### src/rtl/reg_cmd_parser.sv
// Parses register-access frames (0x57 addr data.. / 0x52 addr) from the RX byte FIFO,
// issues one bus request per frame and holds one response word until rsp_ready.
module reg_cmd_parser #(
   parameter int ADDR_W      = 8,
   parameter int DATA_W      = 32,
   parameter int TIMEOUT_CYC = 100000
) (
   input  logic              clk,
   input  logic              rst,
   input  logic [7:0]        fifo_rd_data,
   input  logic              fifo_empty,
   output logic              fifo_rd_en,
   output logic              reg_req,
   output logic              reg_we,
   output logic [ADDR_W-1:0] reg_addr,
   output logic [DATA_W-1:0] reg_wdata,
   input  logic              reg_ack,
   input  logic [DATA_W-1:0] reg_rdata,
   output logic              rsp_valid,
   output logic              rsp_we,
   output logic [DATA_W-1:0] rsp_data,
   input  logic              rsp_ready,
   output logic              err_pulse,
   output logic [1:0]        err_code,
   output logic              busy
);
   localparam int NB  = DATA_W / 8;
   localparam int BCW = (NB > 1) ? $clog2(NB) : 1;
   localparam int CW  = (TIMEOUT_CYC > 0) ? $clog2(TIMEOUT_CYC + 1) : 1;
   localparam bit TO_EN = (TIMEOUT_CYC > 0);
   localparam logic [CW-1:0]  CNT_MAX   = CW'(TIMEOUT_CYC);
   localparam logic [BCW-1:0] LAST_BYTE = BCW'(NB - 1);
   localparam logic [7:0] OP_WR = 8'h57;
   localparam logic [7:0] OP_RD = 8'h52;

   localparam logic [2:0] S_IDLE = 3'd0;
   localparam logic [2:0] S_ADDR = 3'd1;
   localparam logic [2:0] S_DATA = 3'd2;
   localparam logic [2:0] S_REQ  = 3'd3;
   localparam logic [2:0] S_RSP  = 3'd4;

   logic [2:0]        state_q, state_d;
   logic [CW-1:0]     cnt_q, cnt_d;
   logic [BCW-1:0]    byte_cnt_q, byte_cnt_d;
   logic              we_q, we_d;
   logic [ADDR_W-1:0] addr_q, addr_d;
   logic [DATA_W-1:0] wdata_q, wdata_d;
   logic              rsp_valid_q, rsp_valid_d;
   logic              rsp_we_q, rsp_we_d;
   logic [DATA_W-1:0] rsp_data_q, rsp_data_d;
   logic              err_pulse_q, err_pulse_d;
   logic [1:0]        err_code_q, err_code_d;
   logic              pop;
   logic              cnt_sat;
   logic [CW-1:0]     cnt_inc;

   // Pops are gated by rst so no byte is lost while the parser is held in reset.
   assign pop = !rst && !fifo_empty &&
                (state_q == S_IDLE || state_q == S_ADDR || state_q == S_DATA);
   assign cnt_sat = (cnt_q == CNT_MAX);
   assign cnt_inc = cnt_sat ? cnt_q : cnt_q + 1'b1;

   always_comb begin
      state_d     = state_q;
      cnt_d       = cnt_q;
      byte_cnt_d  = byte_cnt_q;
      we_d        = we_q;
      addr_d      = addr_q;
      wdata_d     = wdata_q;
      rsp_valid_d = rsp_valid_q;
      rsp_we_d    = rsp_we_q;
      rsp_data_d  = rsp_data_q;
      err_pulse_d = 1'b0;
      err_code_d  = err_code_q;
      case (state_q)
         S_IDLE: begin
            cnt_d = '0;
            if (pop) begin
               if (fifo_rd_data == OP_WR || fifo_rd_data == OP_RD) begin
                  we_d    = (fifo_rd_data == OP_WR);
                  state_d = S_ADDR;
               end else begin
                  err_pulse_d = 1'b1;
                  err_code_d  = 2'd1;
               end
            end
         end
         S_ADDR: begin
            if (pop) begin
               addr_d     = ADDR_W'(fifo_rd_data);
               cnt_d      = '0;
               byte_cnt_d = '0;
               state_d    = we_q ? S_DATA : S_REQ;
            end else if (TO_EN && cnt_sat) begin
               err_pulse_d = 1'b1;
               err_code_d  = 2'd2;
               cnt_d       = '0;
               state_d     = S_IDLE;
            end else begin
               cnt_d = cnt_inc;
            end
         end
         S_DATA: begin
            if (pop) begin
               // MSB-first: each new byte enters at the bottom and older bytes move up.
               wdata_d = DATA_W'({wdata_q, fifo_rd_data});
               cnt_d   = '0;
               if (byte_cnt_q == LAST_BYTE) begin
                  state_d = S_REQ;
               end else begin
                  byte_cnt_d = byte_cnt_q + 1'b1;
               end
            end else if (TO_EN && cnt_sat) begin
               err_pulse_d = 1'b1;
               err_code_d  = 2'd2;
               cnt_d       = '0;
               state_d     = S_IDLE;
            end else begin
               cnt_d = cnt_inc;
            end
         end
         S_REQ: begin
            if (reg_ack) begin
               rsp_valid_d = 1'b1;
               rsp_we_d    = we_q;
               rsp_data_d  = we_q ? '0 : reg_rdata;
               cnt_d       = '0;
               state_d     = S_RSP;
            end else if (TO_EN && cnt_sat) begin
               err_pulse_d = 1'b1;
               err_code_d  = 2'd3;
               cnt_d       = '0;
               state_d     = S_IDLE;
            end else begin
               cnt_d = cnt_inc;
            end
         end
         S_RSP: begin
            if (rsp_valid_q && rsp_ready) begin
               rsp_valid_d = 1'b0;
               state_d     = S_IDLE;
            end
         end
         default: begin
            state_d = S_IDLE;
         end
      endcase
   end

   always_ff @(posedge clk or posedge rst) begin
      if (rst) begin
         state_q     <= S_IDLE;
         cnt_q       <= '0;
         byte_cnt_q  <= '0;
         we_q        <= 1'b0;
         addr_q      <= '0;
         wdata_q     <= '0;
         rsp_valid_q <= 1'b0;
         rsp_we_q    <= 1'b0;
         rsp_data_q  <= '0;
         err_pulse_q <= 1'b0;
         err_code_q  <= 2'd0;
      end else begin
         state_q     <= state_d;
         cnt_q       <= cnt_d;
         byte_cnt_q  <= byte_cnt_d;
         we_q        <= we_d;
         addr_q      <= addr_d;
         wdata_q     <= wdata_d;
         rsp_valid_q <= rsp_valid_d;
         rsp_we_q    <= rsp_we_d;
         rsp_data_q  <= rsp_data_d;
         err_pulse_q <= err_pulse_d;
         err_code_q  <= err_code_d;
      end
   end

   assign fifo_rd_en = pop;
   assign reg_req    = (state_q == S_REQ);
   assign reg_we     = we_q;
   assign reg_addr   = addr_q;
   assign reg_wdata  = wdata_q;
   assign rsp_valid  = rsp_valid_q;
   assign rsp_we     = rsp_we_q;
   assign rsp_data   = rsp_data_q;
   assign err_pulse  = err_pulse_q;
   assign err_code   = err_code_q;
   assign busy       = (state_q != S_IDLE);

endmodule

### config.mk
export PLATFORM = sky130hd
export DESIGN_NAME = reg_cmd_parser
export DESIGN_NICKNAME = d
export VERILOG_FILES = /design/src/rtl/reg_cmd_parser.sv
export SDC_FILE = /design/constraint.sdc
export NUM_CORES = 1
export LEC_CHECK = 0
export BUFFER_PORTS_ARGS = -buffer_cell sky130_fd_sc_hd__buf_2
export CAP_MARGIN = 20
export CELL_PAD_IN_SITES_DETAIL_PLACEMENT = 1
export CELL_PAD_IN_SITES_GLOBAL_PLACEMENT = 2
export CORE_ASPECT_RATIO = 0.7
export CORE_MARGIN = 2
export CORE_UTILIZATION = 33
export DETAILED_ROUTE_END_ITERATION = 6
export GPL_TIMING_DRIVEN = 0
export HOLD_SLACK_MARGIN = 0.03
export PLACE_DENSITY_LB_ADDON = 0.1
export SYNTH_ARGS = -nofsm -noshare
export SYNTH_HDL_FRONTEND = slang
export SYNTH_SLANG_ARGS = --single-unit
export TNS_END_PERCENT = 10
### constraint.sdc
create_clock -name clk -period 2.96 [get_ports clk]
set_input_delay 0 -clock clk [delete_from_list [all_inputs] [get_ports clk]]
set_output_delay 0 -clock clk [all_outputs]
set_load 0.01 [all_outputs]
## After elaboration in Yosys (flattened, before gate mapping)

Index checks and enable logic that the tools add are counted.

- Register bits: 100
- Logic and storage cells: 91

- $add $sub $neg: 2
- Equality and inequality tests: 21
- Mux-type cells: 35
- Reduce and logical (&&, ||, !) cells: 22

Operators with widths:

| kind | number |
|---|---|
| $mux W17 | 3 |
| $pmux W17 S3 | 1 |
| $mux W32 | 1 |
| $mux W3 | 8 |
| $mux W2 | 9 |
| $add A17 B1 Y17 const B | 1 |
| $eq A17 B17 Y1 const B | 1 |
| $eq A8 B7 Y1 const B | 2 |
| $ne A2 B2 Y1 const B | 8 |
| $pmux W3 S5 | 1 |
| $mux W1 | 8 |
| $ne A2 B1 Y1 const B | 4 |
| $reduce_and A4 Y1 | 2 |
| $reduce_and A7 Y1 | 1 |
| $eq A3 B2 Y1 const B | 2 |
| $pmux W2 S3 | 1 |
| $reduce_and A2 Y1 | 3 |
| $reduce_and A3 Y1 | 2 |
| $reduce_bool A3 Y1 | 2 |
| $pmux W2 S2 | 1 |
| $reduce_bool A2 Y1 | 2 |
| $eq A3 B1 Y1 const B | 1 |
| $eq A3 B3 Y1 const B | 1 |
| $logic_and A1 B1 Y1 | 3 |
| other kinds (9) | 12 |

## Depth between registers and ports, before layout

Gate-level depths: netlist (run 1).

- Depth in word-level cells: 6
- Gate-level depth with buffers: 8
- Gate-level depth less buffers: 7

## Worst setup path before layout (run 1)

Ideal clock, no wire load.

- Path kind: reg2reg
- Start point: register cnt_q[0]
- End point: register cnt_q[8]
- Arrival time: 1.589 ns
- Data required time: 2.884 ns
- Slack: 1.294 ns
- Cell stages (with the launch flop): 8
- Path buffers: 0
- Clock period less this slack: 1.666 ns
- Path through: dfrtp_1 > inv_1 > ha_1 > and4b_1 > nand4_4 > nand4_4 > or4_1 > o21ai_1

- Longest elaborated chain between the ends: 4

RTL lines:

| what | RTL line | source |
|---|---|---|
| from (decl) | 43 | `logic [CW-1:0] cnt_q, cnt_d;` |
| from (signal assigned) | 165 | `cnt_q <= cnt_d;` |
| $add A17 B1 Y17 / $eq A17 B17 Y1 (equally long branches) | 61, 60 |  |
| $mux W17 * | 94, 113, 129 |  |
| $mux W17 (on tied branches) | 123, 89 |  |
| $pmux W17 S3 * | 75 | `case (state_q)` |

Every way passes the cells marked *; elsewhere a longest branch is shown, timed or not.
A chain may end at the register's enable or synchronous reset.

## Worst setup path after layout (run 1)

Same ends and word-level chain as after synthesis.

==> impl_metrics.py, run 1 <==
metrics = {
    "clock_tree": {
        "clk_latency_ps": 340,
        "htreeDepth": 3,
        "cts_tree": "built",
        "clock_sinks": 100,
        "cts_made_buffers": 9,
        "postCtsSetupRepairBufs": 0,
        "clk_pin_slew_worst_paths_ps": 70,
        "clockBufferDepth": 2,
        "cts_root_buf": "clkbuf_16",
    },
    "grt": {
        "antenna_found_initial": 0,
        "first_global_vias": 3867,
        "grt_overflow": 0,
        "grt_pass1_wl_um": 20270,
        "grt_max_degree": 67,
        "grt_usage": 0.1786,
    },
    "sta": {
        "finalWorstSetupSlack_ps": 1077,
        "drv_slew": 0,
        "setup_viol": 0,
        "final.min_clock_period_ps": 1883,
        "fmax_mhz": 531.0,
        "maxSlewHeadroom": 0.6185,
        "fin_crit_sh": 0.6362,
        "tightest_slew_ps": 572.3,
        "whs_ps": 112.9,
        "skew_ps": 13.25,
        "hold_viol": 0,
        "rsz0062_at_grt": "false",
    },
    "routing": {
        "dr.pass1.iters": 4,
        "via_per_inst": 4.698,
        "vias": 3627,
        "avgRoutedWirePerCell_um": 15.90,
        "drc": 0,
        "drt-initial-drc-count": 160,
        "drtAntennaViolNets": 0,
        "wl_um": 12280,
    },
    "place": {
        "pre_cts_ws_ps": 1076,
        "numPortBuffers": 125,
        "place_area_um2": 5413,
        "place.gp.congestion": 0.7712,
        "placed_cells": 714,
        "dp_hpwl_um": 8726,
    },
    "cells_and_area": {
        "n_antenna_cell": 0,
        "nFillCells": 1516,
        "drive_gt1_frac": 0.3543,
        "multiInputGateArea_um2": 1877,
        "regArea_um2": 2502,
        "syn_to_final_growth_pct": 35.50,
        "fin_cells": 772,
        "post-route-cell-area_um2": 6132,
        "num-nets-final": 630,
    },
    "pwr": {
        "ir_drop_uv": 371.2,
        "power_density_nw_per_um2": 854.1,
        "internal-power_mw": 3.407,
        "p_switching_mw": 1.831,
        "seqPwrFrac": 0.425,
        "p_sw_frac": 0.3495,
        "cellLeakagePower_nw": 3.015,
        "p_comb_frac": 0.348,
        "total_power_mw": 5.237,
        "p_clk_frac": 0.228,
    },
    "run_status": {
        "status": "finished, final reports clean",
    },
    "setup_path": {
        "path_max_fanout": 6,
        "start_kind": "register",
        "crit_arrival_ps": 2150,
        "worstSetupPathType": "register to register",
        "required_ps": 3230,
        "end_kind": "register",
    },
    "yosys": {
        "ys_seq_area_frac": 0.5529,
        "ys_warn_count": 0,
        "synthCells": 403,
        "async_flop_share": 1.000,
        "synth_area_leader_cell": "dfrtp_1",
        "synth_edf_count": 0,
        "yosys-top-cells-area": "dfrtp_1, mux2_2, nand2b_1, nand2_1, o21ai_0",
        "syn_area_um2": 4526,
        "synth.avg_cell_area_um2": 11.23,
        "synth_nets": 451,
        "ys_types": 52,
        "synth_top_cell_area_share": 0.5529,
        "yosys_most_used_dff": "dfrtp_1",
        "synth-seq-cells": 100,
    },
    "floorplan": {
        "die_height_um": 102.0,
        "fp.dieW_um": 144.0,
        "start_util": 0.3411,
        "boundaryPins": 126,
        "rows": 35,
        "dieArea_um2": 14680,
        "core_area_um2": 13270,
    },
    "hold_path": {
        "hold_class": "input pin to register",
    },
    "job": {
        "drv_cap": 0,
    },
}
-- layout make-up --
class | count | share of cell area
plain buffers | 20 | 0.01775
clock inverters | 7 | 0.01204
inverters | 10 | 0.006529
clock buffers | 9 | 0.03673
flip-flops and latches | 100 | 0.4081
repair buffers | 168 | 0.1751
well taps | 185 | 0.03775
multi-input cells | 273 | 0.3061
-- layer usage --
layer | vias to the layer above | wire, um | GRT usage
li1 | 1752 | - | -
met1 | 1781 | 6103 | 0.2502
met5 | - | 0 | 0
met3 | 11 | 602 | 0.04780
met2 | 83 | 5407 | 0.2722
met4 | 0 | 166 | 0.05581
-- power groups by stage --
stage	Sequential, mW	Combinational (mW)	Clock [mW]
after floorplan	2.42	0.807	0
after global placement	2.22	1.75	0
after detailed placement	2.24	1.81	0
after CTS	2.22	1.85	1.24
after global routing	2.29	2.03	1.29
final	2.22	1.82	1.19
-- synthesized netlist by cell type, types with 2 or more instances --
| master | number |
|---|---|
| nand4_4 | 2 |
| mux2_2 | 34 |
| buf_2 | 3 |
| nand4_1 | 3 |
| o21ai_1 | 5 |
| nand2b_1 | 34 |
| nand2_1 | 53 |
| inv_1 | 9 |
| mux2i_1 | 2 |
| ha_1 | 3 |
| and3_1 | 2 |
| a31oi_1 | 6 |
| mux2_4 | 7 |
| a21oi_1 | 14 |
| nand3_1 | 9 |
| nor2_1 | 14 |
| xor2_1 | 6 |
| a41oi_1 | 2 |
| nor2_4 | 2 |
| dfrtp_1 | 100 |
| or3_1 | 4 |
| nor2b_1 | 2 |
| buf_6 | 3 |
| xnor2_1 | 4 |
| nor4_1 | 3 |
| nor3_1 | 3 |
| o21ai_0 | 38 |
| buf_4 | 2 |
| clkbuf_1 | 11 |
-- per-stage QoR --
step | TNS (ps) | utilization
after floorplan | 0 | -
after global placement | -108410 | 0.4057
after detailed placement | 0 | 0.4079
after CTS | 0 | 0.4621
after global routing | 0 | 0.4621
final | 0 | 0.4621
-- layout by cell type, fill, tap and decap left out, drive strengths merged, types with 14 or more instances in the layout --
cell,synthesis,final
a21oi,14,14
buf,9,135
clkbuf,11,20
dfrtp,100,100
dlygate4sd3,0,42
mux2,41,41
nand2,53,53
nand2b,34,34
nor2,17,17
o21ai,43,43
-- worst paths after layout --
check / to / cells after the start / slack [ps] / startpoint
worst max-delay path: cnt_q[8] / 7 / 1080 / cnt_q[0]
worst min-delay path: rsp_valid / 3 / 110 / reg_ack
worst max register to register: cnt_q[8] / 7 / 1080 / cnt_q[0]
worst min register to register: rsp_data[2] / 2 / 480 / rsp_data[2]
max in group asynchronous: reg_we / 4 / 1960 / rst
min in group asynchronous: rsp_data[18] / 3 / 290 / rst
-- what timing repair did --
item / 4_1_cts / 5_1_grt
hold buffers: 42 / 0
endpoints found under the hold margin: 85 / 0
gates resized for setup: 0 / 0
-- logic make-up after synthesis --
| logic type | share of synthesized area |
|---|---|
| fa+ha+maj | 0.008295 |
| mux | 0.1122 |
| compound gates | 0.07824 |
| simple gates | 0.1966 |
| xor+xnor | 0.01935 |
| flops | 0.5529 |
| buf+inv | 0.03234 |
-- flip-flops by register name, indices dropped and copies added (netlist names), 2 cells and up --
name        count
state_q         3
reg_wdata      32
byte_cnt_q      2
reg_addr        8
cnt_q          17
err_code        2
rsp_data       32
-- worst max-delay path: stages (launching register included) --
cell and delay (ps):
dfrtp_1 450, inv_1 80, ha_1 200, and4b_1 220, nand4_4 150, nand4_4 140, or4_1 500, o21ai_1 90
(Power assumes the default switching activity.)
==> run 2, diff against run 1 <==
Settings changed: ABC_AREA from default to 1, CORE_UTILIZATION 33 to 30.
Clock period 2.96 ns to 1.83 ns, I/O delays scaled along.
==> run 2 against run 1 <==
Synthesized cell count increased by 20%. Register-to-register slack got worse by 880 ps. Sequential share of layout area increased by 0.87 points. Worst setup slack got worse by 880 ps. Synthesized area decreased by 3.2%. Routed wire length increased by 12%. Non-clock buffer count decreased by 1. Largest cell class unchanged.
==> impl_metrics.py, run 2 <==
metrics = {
    "cells_and_area": {
        "syn_to_final_growth_pct": 37.11,
        "final_common_cell": "nand2_1",
        "n_antenna_cell": 0,
        "layout_common_cells": "nand2_1, buf_2, dfrtp_1",
        "num-nets-final": 712,
        "drive_gt1_frac": 0.2545,
        "fin_cells": 858,
    },
    "job": {
        "drv_cap": 0,
    },
    "yosys": {
        "synth-seq-cells": 100,
        "ys_types": 29,
        "synth_nets": 531,
        "synth_edf_count": 0,
        "syn_area_um2": 4379,
        "synth_area_leader_cell": "dfrtp_1",
        "synthCells": 483,
        "yosys.cell_count.top_type": "nand2_1",
        "ys_seq_area_frac": 0.5714,
        "yosys_most_used_dff": "dfrtp_1",
        "async_flop_share": 1.000,
        "synth.avg_cell_area_um2": 9.067,
        "yosys-top-cells-area": "dfrtp_1, nand2_1, a22o_1, inv_1, o21ai_0",
        "netlist_top_cells_count": "nand2_1, dfrtp_1, inv_1",
        "synth_top_cell_area_share": 0.5714,
        "ys_warn_count": 0,
    },
    "sta": {
        "whs_ps": 100.8,
        "tightest_slew_ps": 527.0,
        "rsz0062_at_grt": "false",
        "drv_slew": 0,
        "finalWorstSetupSlack_ps": 201.2,
        "hold_viol": 0,
        "setup_viol": 0,
        "maxSlewHeadroom": 0.6487,
        "final.min_clock_period_ps": 1629,
        "skew_ps": 7.706,
        "fmax_mhz": 614.0,
        "fin_crit_sh": 0.8900,
    },
    "place": {
        "pre_cts_ws_ps": -236.4,
        "dp_hpwl_um": 10070,
        "place.gp.congestion": 0.7890,
        "placed_cells": 800,
        "numPortBuffers": 125,
    },
    "routing": {
        "drc": 0,
        "drtAntennaViolNets": 0,
        "via_per_inst": 4.633,
        "wl_um": 13720,
        "avgRoutedWirePerCell_um": 15.99,
        "drt-initial-drc-count": 141,
        "vias": 3975,
        "dr.pass1.iters": 4,
    },
    "pwr": {
        "cellLeakagePower_nw": 3.366,
        "power_density_nw_per_um2": 706.0,
        "ir_drop_uv": 425.7,
        "total_power_mw": 4.239,
    },
    "setup_path": {
        "required_ps": 2060,
        "worstSetupPathType": "register to register",
        "end_kind": "register",
        "crit_arrival_ps": 1860,
        "path_max_fanout": 5,
        "start_kind": "register",
    },
    "hold_path": {
        "hold_class": "input pin to register",
    },
    "floorplan": {
        "boundaryPins": 126,
        "rows": 36,
        "core_area_um2": 14100,
        "fp.dieW_um": 148.4,
        "dieArea_um2": 15600,
        "die_height_um": 105.1,
        "start_util": 0.3106,
    },
    "grt": {
        "first_global_vias": 4210,
        "grt_overflow": 0,
        "grt_usage": 0.1851,
        "grtUsageMet3": 0.05502,
        "met2_usage": 0.2781,
        "antenna_found_initial": 0,
        "grtUsageMet1": 0.2687,
        "grt_pass1_wl_um": 22640,
        "grt_max_degree": 38,
        "top_usage_layer": "met2",
    },
    "clock_tree": {
        "clk_latency_ps": 340,
        "htreeDepth": 3,
        "cts_root_buf": "clkbuf_16",
        "clock_sinks": 100,
        "clk_pin_slew_worst_paths_ps": 70,
        "cts_made_buffers": 9,
        "postCtsSetupRepairBufs": 0,
        "cts-resized-gates": 0,
        "hold_buffers": 43,
        "cts_tree": "built",
        "clockBufferDepth": 2,
    },
    "run_status": {
        "status": "finished, final reports clean",
    },
}
run 2: cell types whose count changed after synthesis, moves of 7 or more:
| cell | delta |
|---|---|
| a22o_1 | +33 |
| mux2_4 | -7 |
| nand2_1 | +102 |
| nand2b_1 | -34 |
| o21ai_0 | -10 |
| nor2_1 | +22 |
| nand3_1 | +7 |
| a21oi_1 | -9 |
| inv_1 | +38 |
| mux2_2 | -34 |
run 2: per-layer routing:
layer	part of all wire	up-vias
li1	-	1920
met1	0.50	1939
met2	0.44	109
met3	0.059	7
met4	0.0062	0
met5	0	-
run 2: logic make-up (layout without fill, tap and decap cells):
| group | Yosys count | in the layout | share of synthesized area |
|---|---|---|---|
| fa+ha+maj | 3 | 3 | 0.008572 |
| xor+xnor | 7 | 7 | 0.01400 |
| compound gates | 77 | 77 | 0.1191 |
| buf+inv | 66 | 251 | 0.06286 |
| simple gates | 230 | 230 | 0.2240 |
| flops | 100 | 100 | 0.5714 |
run 2: through the flow:
step | util | setup TNS [ps] | instance area, um2
after detailed placement | 0.3750 | -594.4 | 5286
after CTS | 0.4259 | 0 | 6005
after global routing | 0.4259 | 0 | 6005
after floorplan | - | -913.1 | 4383
final | 0.4259 | 0 | 6005
after global placement | 0.3721 | -20190 | 5246
run 2: final timing paths:
| path | start | end | slack [ps] | cells past startpoint |
|---|---|---|---|---|
| min in group asynchronous | rst | reg_wdata[9] | 370 | 4 |
| setup reg to reg | cnt_q[0] | cnt_q[10] | 200 | 6 |
| max in group asynchronous | rst | reg_wdata[27] | 1260 | 4 |
| hold reg to reg | reg_addr[0] | reg_addr[0] | 480 | 2 |
| setup / recovery | cnt_q[0] | cnt_q[10] | 200 | 6 |
| hold / removal | fifo_empty | reg_we | 100 | 4 |
run 2: final cells by class:
type                       instances  area [um2]
buffer                            17       91.34
clock buffer                      12       256.5
clock inverter                     3       21.27
fill                            1694        8094
inverter                          49       187.7
multi-input combinational        317        1602
sequential                       100        2502
tap                              190       237.7
timing repair buffer             170        1106
run 2: report_power, final:
part | switching (mW) | internal (mW)
registers | 0 | 2.21
clock network | 0.840 | 0.994
logic | 0.0885 | 0.108
run 2: worst max-delay path: stages (launching register included):
cell	delay, ps
dfrtp_1	410
ha_1	210
nand2_1	120
nor3_2	370
nand4_1	210
nor2_1	140
nor2_1	60
==> run 3, diff against run 2 <==
Settings changed: ABC_AREA 1 to 0, CORE_UTILIZATION 30 to 33.
==> run 3 against run 2 <==
Via count shrank 8.2%. Routed wire length shrank 9.6%. Register-to-register slack worse by 140 ps. Non-clock buffer count grew 7. Sequential cell count unchanged. Critical endpoint is now cnt_q[9]. Sequential share of layout area is 1.5 points lower. Clock power hardly changed. Clock skew decreased by 2.1 ps.
==> impl_metrics.py, run 3 (synthesized netlist as in run 1, its figures left out) <==
metrics = {
    "run_status": {
        "status": "finished, final reports clean",
    },
    "sta": {
        "tightest_slew_ps": 732.6,
        "fin_setup_tns_ps": 0,
        "skew_ps": 5.616,
        "hold_viol": 0,
        "final.min_clock_period_ps": 1773,
        "setup_viol": 0,
        "rsz0062_at_grt": "true",
        "fin_crit_sh": 0.9686,
        "fmax_mhz": 564.2,
        "drv_slew": 0,
        "maxSlewHeadroom": 0.5106,
    },
    "pwr": {
        "power_density_nw_per_um2": 1356,
        "internal-power_mw": 5.490,
        "p_comb_frac": 0.359,
        "p_switching_mw": 2.951,
        "cellLeakagePower_nw": 3.072,
        "seqPwrFrac": 0.422,
        "p_clk_frac": 0.219,
        "ir_drop_uv": 543.9,
        "p_sw_frac": 0.3496,
        "total_power_mw": 8.441,
    },
    "routing": {
        "drc": 0,
        "avgRoutedWirePerCell_um": 15.94,
        "wl_um": 12400,
        "via_per_inst": 4.692,
        "dr.pass1.iters": 4,
        "drtAntennaViolNets": 0,
        "vias": 3650,
        "drt-initial-drc-count": 119,
    },
    "floorplan": {
        "fp.dieW_um": 144.0,
        "core_area_um2": 13270,
        "rows": 35,
        "die_height_um": 102.0,
        "boundaryPins": 126,
        "dieArea_um2": 14680,
        "start_util": 0.3411,
    },
    "grt": {
        "grt_pass1_wl_um": 20640,
        "antenna_found_initial": 0,
        "first_global_vias": 3983,
        "grt_overflow": 0,
        "grt_max_degree": 39,
        "grt_usage": 0.1809,
    },
    "cells_and_area": {
        "drive_gt1_frac": 0.3777,
        "syn_to_final_growth_pct": 37.54,
        "n_antenna_cell": 0,
        "regArea_um2": 2504,
        "num-nets-final": 636,
        "multiInputGateArea_um2": 1914,
        "layout_common_cells": "buf_2, dfrtp_1, nand2_1",
        "nFillCells": 1483,
        "final_common_cell": "buf_2",
    },
    "clock_tree": {
        "clk_pin_slew_worst_paths_ps": 70,
        "clockBufferDepth": 2,
        "cts_tree": "built",
        "clock_sinks": 100,
        "cts_root_buf": "clkbuf_16",
        "clk_latency_ps": 340,
        "cts_made_buffers": 9,
        "htreeDepth": 3,
    },
    "place": {
        "numPortBuffers": 125,
        "dp_hpwl_um": 8805,
        "place.gp.congestion": 0.7402,
    },
    "job": {
        "drv_cap": 0,
    },
    "hold_path": {
        "min_from": "reg_ack",
        "min_path_cells": 3,
        "hold_class": "input pin to register",
        "hold_end": "rsp_valid",
    },
    "setup_path": {
        "r2r_cells": 8,
        "path_max_fanout": 10,
        "r2r_setup_slack_ps": 60,
        "r2r-start": "cnt_q[0]",
        "start_kind": "register",
        "worstSetupPathType": "register to register",
        "end_kind": "register",
        "crit_arrival_ps": 2000,
        "required_ps": 2050,
        "r2r-end": "cnt_q[9]",
    },
}
==> run 3: power by group through the flow <==
stage	clock, mW	sequential [mW]	combinational, mW
after floorplan	0	3.91	1.31
after global placement	0	3.56	2.86
after detailed placement	0	3.61	2.95
after CTS	1.92	3.57	3.07
after global routing	2.00	3.70	3.37
final	1.85	3.56	3.03
==> run 3: stage by stage <==
stage	utilization	setup slack, ps	cells	cell area, um2	hold WS [ps]
after detailed placement	0.4090	-88.67	715	5426	206.0
after floorplan	-	164.2	403	4529	126.6
after CTS	0.4654	12.01	778	6176	90.41
final	0.4691	57.47	778	6225	107.8
after global placement	0.4059	-208.0	713	5386	257.2
after global routing	0.4691	-46.60	778	6225	110.3
==> run 3: area by class of cell <==
class | instances | share of cell area
repair buffers | 174 | 0.1805
inverters | 10 | 0.006633
clock inverters | 5 | 0.005628
well taps | 185 | 0.03719
multi-input cells | 273 | 0.3075
plain buffers | 20 | 0.01970
flip-flops and latches | 100 | 0.4022
clock buffers | 11 | 0.04060
==> run 3: metal layers <==
layer,track usage,wire length (um),up-vias
li1,-,-,1763
met1,0.2464,5985,1800
met2,0.2886,5651,82
met3,0.05576,703,5
met4,0.03620,59,0
met5,0,0,-
==> run 3: worst max-delay path by stage <==
stage	slack [ps]	to	cells after the start	start
after floorplan	160	cnt_q[8]	7	cnt_q[0]
after global placement	-210	reg_wdata[31]	2	rst
after detailed placement	-90	rsp_data[6]	7	state_q[1]
after CTS	10	cnt_q[9]	8	cnt_q[1]
after global routing	-50	cnt_q[9]	8	cnt_q[0]
final	60	cnt_q[9]	8	cnt_q[0]
==> run 3: worst max-delay path, stage by stage (launching register included) <==
cell and delay (ps):
dfrtp_2 430, inv_1 80, ha_1 170, and4b_1 240, nand4_4 120, and4_4 200, buf_6 150, nor2_4 180
nor2_1 80
==> run 3: timing repair <==
action | 4_1_cts | 5_1_grt
pin swaps | 2 | 2
endpoints found under the setup margin | 32 | 77
hold buffers | 42 | 0
gates resized for setup | 3 | 17
hold endpoints to repair | 80 | 0
setup buffers | 5 | 0
